File: src/rtl/uart_rx.sv
// uart_rx: LSB-first UART receiver with a 2-FF input synchroniser, programmable baud and word length, and a ready/ack handshake
module uart_rx #(
   parameter int DATA_W = 16
) (
   input  logic              clk,
   input  logic              rst,
   input  logic              rx,
   input  logic [15:0]       clk_div,
   input  logic [4:0]        bits_per_word,
   output logic [DATA_W-1:0] data_out,
   output logic              data_ready,
   input  logic              rd_ack,
   output logic              busy,
   output logic              frame_err,
   output logic              overrun
);
   localparam int IW = $clog2(DATA_W);
   typedef enum logic [2:0] {IDLE, START, DATA, STOP, BREAK} state_t;
   state_t            state;
   logic              rx_m, rx_s, rx_q;
   logic [15:0]       cnt, div_l;
   logic [4:0]        bpw_l, bit_pos;
   logic [DATA_W-1:0] shift;
   logic              tick;
   assign busy = state != IDLE;
   assign tick = cnt == ((state == START) ? {1'b0, div_l[15:1]} - 16'd1 : div_l - 16'd1);
   // Synchronise rx and keep its previous value for falling-edge detection
   always_ff @(posedge clk) begin
      if (rst) begin
         rx_m <= 1'b1;
         rx_s <= 1'b1;
         rx_q <= 1'b1;
      end else begin
         rx_m <= rx;
         rx_s <= rx_m;
         rx_q <= rx_s;
      end
   end
   // Frame state machine, baud counter, shift register and handshake flags
   always_ff @(posedge clk) begin
      if (rst) begin
         state      <= IDLE;
         cnt        <= '0;
         div_l      <= '0;
         bpw_l      <= '0;
         bit_pos    <= '0;
         shift      <= '0;
         data_out   <= '0;
         data_ready <= 1'b0;
         frame_err  <= 1'b0;
         overrun    <= 1'b0;
      end else begin
         frame_err <= 1'b0;
         cnt       <= cnt + 16'd1;
         if (rd_ack) begin
            data_ready <= 1'b0;
            overrun    <= 1'b0;
         end
         case (state)
            IDLE: if (rx_q && !rx_s) begin
               div_l <= clk_div;
               bpw_l <= bits_per_word;
               shift <= '0;
               cnt   <= '0;
               state <= START;
            end
            START: if (tick) begin
               cnt     <= '0;
               bit_pos <= '0;
               state   <= rx_s ? IDLE : DATA;
            end
            DATA: if (tick) begin
               cnt                    <= '0;
               shift[bit_pos[IW-1:0]] <= rx_s;
               if (bit_pos == bpw_l) state <= STOP;
               else bit_pos <= bit_pos + 5'd1;
            end
            STOP: if (tick) begin
               cnt <= '0;
               if (rx_s) begin
                  data_out   <= shift;
                  data_ready <= 1'b1;
                  overrun    <= !rd_ack && (data_ready || overrun);
                  state      <= IDLE;
               end else begin
                  frame_err <= 1'b1;
                  state     <= BREAK;
               end
            end
            BREAK: if (rx_s) begin
               cnt   <= '0;
               state <= IDLE;
            end
            default: begin
               cnt   <= '0;
               state <= IDLE;
            end
         endcase
      end
   end
endmodule

File: config.mk
export PLATFORM = sky130hd
export DESIGN_NAME = uart_rx
export DESIGN_NICKNAME = d
export VERILOG_FILES = /design/src/rtl/uart_rx.sv
export SDC_FILE = /design/constraint.sdc
export NUM_CORES = 1
export LEC_CHECK = 0
export ABC_AREA = 1
export CAP_MARGIN = 20
export CORE_MARGIN = 2
export CORE_UTILIZATION = 45
export CTS_CLUSTER_SIZE = 24
export DETAILED_ROUTE_END_ITERATION = 16
export HOLD_SLACK_MARGIN = 0.08
export RECOVER_POWER = 25
export SYNTH_ARGS = -nofsm -noshare
export SYNTH_HDL_FRONTEND = slang
export SYNTH_SLANG_ARGS = --single-unit
File: constraint.sdc
create_clock -name clk -period 6.23 [get_ports clk]
set_input_delay 1.246 -clock clk [delete_from_list [all_inputs] [get_ports clk]]
set_output_delay 1.246 -clock clk [all_outputs]
set_load 0.005 [all_outputs]
==> reports/metrics.cfg <==
[final_layout]
area_delta_synth_final_pct = 13.9
multi_input_area_um2 = 2800
num_antenna_cells = 0
num-fill-cells = 1147
final-seq-area_um2 = 1660
layout.core_utilization_pct = 52.7
nets = 871
layout-drive-gt1-share_pct = 6.27
stdcell_count = 985

[timing]
finalHoldViolations = 0
setup_tns_ns = 0
finalMaxSlewViolations = 53
rsz0062_at_grt = no
tightest_slew_ns = 2.10
slew_headroom_pct = -40.0
clock_skew_ns = 0.00852
fmax_mhz = 235
period_share_pct = 68.3
finalCriticalPeriod_ns = 4.26
finalSetupViolations = 0

[cts]
cts_tree = built
cts_root_buf = clkbuf_8
cts.hold.buffers_added = 0
insertion_delay_ns = 0.37
post_cts_resized = 0
cts.sinks = 83
htreeDepth = 3
clk_pin_slew_ns = 0.09
clockBufferDepth = 2
cts_made_buffers = 9
post_cts_buffers = 0

[worst_setup_path]
critical_path.max_fanout = 52
end_kind = flip-flop
cp_num_cells = 5
cp-startpoint = rst
endpoint = cnt[8]$_SDFF_PP0_
crit_chain = dlygate4sd3_1, clkinv_1, clkbuf_1, nand2_2, nor3_1
path_delay_family = buffers and inverters
cp_data_arrival_time_ns = 4.55
startpoint_type = input port
reg2reg_from = state[1]$_SDFFE_PP0P_
crit_type = in -> reg
cp_num_buf_inv = 3
reg2reg_depth = 18
cp_slowest_stage_delay_ns = 1.51
crit_required_ns = 6.52
cp_slowest_cell = clkbuf_1
regToRegSetupSlack_ns = 2.81
r2r_end = state[0]$_SDFFE_PP0P_

[power_and_ir_drop]
p_leak_uw = 0.00263
irDropWorstVdd_uv = 153
total_power_uw = 2130
intPower_uw = 1130
switchingPower_uw = 1000
swShare_pct = 47.0
power.density_nw_per_um2 = 373
power_frac_comb_pct = 50.4
power_frac_seq_pct = 28.1
p_clk_share_pct = 21.6

[die]
die_w_um = 110
die_h_um = 110
start_util_pct = 46.3
dieArea_um2 = 12000
fp.coreArea_um2 = 10800
core.rowCount = 38
io_pins = 45

[synthesis]
synthCells = 811
synth_cell_type_count = 37
synth_area_leaders = dfxtp_1, nand2_1, nor2_1
yosysSeqAreaShare_pct = 33.1
synth.top_cell.area_share_pct = 33.1
synth-seq-cells = 83
synthesis.area_um2 = 5020
synth.avg_cell_area_um2 = 6.19
yosysWarnings = 0
syn_nets = 842
synth.largest_area_cell = dfxtp_1

[global_routing]
antenna_found_initial = 0
grt_pass1_vias = 4675
grt_max_degree = 63
overflow = 0
grtUsageTotal_pct = 22.8
grt_pass1_wl_um = 21500

[route]
drc = 0
drt_iter0_markers = 249
antenna_left = 0
vias = 4958
drt_pass1_iterations = 5
wirelength_um = 12900
vias_per_cell = 5.03
wl_per_cell_um = 13.1

[placement]
dp.cells = 969
dp_hpwl_um = 9560
gp_congestion = 0.954
port-buffer-count = 44

[outcome]
violations = max-capacitance violations, max-slew violations
status = finished with violations

[job]
drv_cap = 1

[worst_hold_path]
worst_hold_path_type = reg -> reg

==> cells in the final DEF, fill, tap and decap left out, types with 20 or more instances in the layout <==
| cell | count |
|---|---|
| a21oi_1 | 40 |
| clkdlybuf4s50_1 | 24 |
| dfxtp_1 | 83 |
| dlygate4sd3_1 | 20 |
| inv_1 | 100 |
| nand2_1 | 207 |
| nand3_1 | 62 |
| nand4_1 | 26 |
| nor2_1 | 132 |
| nor3_1 | 27 |
| o21ai_0 | 32 |
==> final cells by class <==
type                       instances  area share [%]
clock inverter                     6            1.66
inverter                         107            7.05
timing repair buffer              45            7.77
tap                              140            3.07
sequential                        83            29.1
clock buffer                      10            2.41
multi-input combinational        594            49.0
==> metal layers <==
metal / share of wire [%] / GRT usage, % / vias to the layer above
met5: 0 / 0 / -
met4: 1.3 / 7.78 / 0
met3: 3.1 / 2.90 / 13
met2: 49 / 39.8 / 88
met1: 47 / 28.8 / 2232
li1: - / - / 2625
==> worst reg2reg max path: stages, from the launching register on <==
cell and delay, ns:
dfxtp_1 0.50, inv_2 0.12, nand3_4 0.29, nand2_1 0.12, nand2_2 0.12, ha_1 0.22, nand3_1 0.19, nor2_2 0.23
nand2_1 0.10, nand2_1 0.08, nand3_2 0.09, nor2_4 0.32, nand3_2 0.21, nand2_2 0.13, nand2_1 0.08, nand2_2 0.31
nand2_1 0.10, nand2_1 0.08, inv_1 0.03
==> kinds of logic (layout without fill, tap and decap cells) <==
family,Yosys count,in the layout,share of synthesized area (%)
XOR/XNOR,16,16,2.79
buffers and inverters,134,168,11.1
AO/OA/AOI/OAI,87,87,9.27
flip-flops,83,83,33.1
adder cells (fa/ha/maj),6,6,1.50
AND/OR/NAND/NOR,485,485,42.2
==> power by group through the flow <==
stage	Combinational [uW]	Sequential [uW]	Clock [uW]
6_report	1070	599	460
4_1_cts	1070	599	473
3_5_place_dp	1060	611	0
3_3_place_gp	1060	610	0
2_1_floorplan	868	599	0
5_1_grt	1230	605	493
==> stage by stage <==
stage / area, um^2 / hold WS (ns) / setup WS, ns
2_1_floorplan: 5020 / 0.389 / 3.70
6_report: 5710 / 0.428 / 1.97
5_1_grt: 5710 / 0.441 / 1.59
3_3_place_gp: 5490 / 0.395 / 2.93
4_1_cts: 5720 / 0.430 / 2.81
3_5_place_dp: 5490 / 0.408 / 2.83
==> Yosys cell counts, drive strengths merged <==
cell type and count:
and2 1, a221oi 1, a21oi 40, dfxtp 83, clkinv 2, clkbuf 12
o22ai 2, nor2 143, inv 105, o21bai 1, nand3b 3, o32ai 1
o21ai 40, or2 3, nand3 65, xnor2 4, buf 15, a31o 1
nand4 26, o211ai 1, ha 6, xor2 12, nor3 27, nand2 217
==> sequential cells by signal, summed over array words and instances (netlist names) <==
register and flops:
data_out 16, state 3, cnt 16, data_ready 1
shift 16, frame_err 1, bpw_l 5, bit_pos 5
rx_s 1, rx_q 1, overrun 1, div_l 16
rx_m 1
==> how the worst min path moves through the flow <==
stage                          from               to  slack [ns]  cells past startpoint
finish              rx_m$_SDFF_PP1_  rx_s$_SDFF_PP1_        0.43                      1
detailed placement  rx_m$_SDFF_PP1_  rx_s$_SDFF_PP1_        0.41                      1
floorplan           rx_m$_SDFF_PP1_  rx_s$_SDFF_PP1_        0.39                      1
CTS                 rx_m$_SDFF_PP1_  rx_s$_SDFF_PP1_        0.43                      1
global placement    rx_m$_SDFF_PP1_  rx_s$_SDFF_PP1_        0.40                      1
global route        rx_m$_SDFF_PP1_  rx_s$_SDFF_PP1_        0.44                      1
Note: power is estimated with default switching activity, not from simulation.
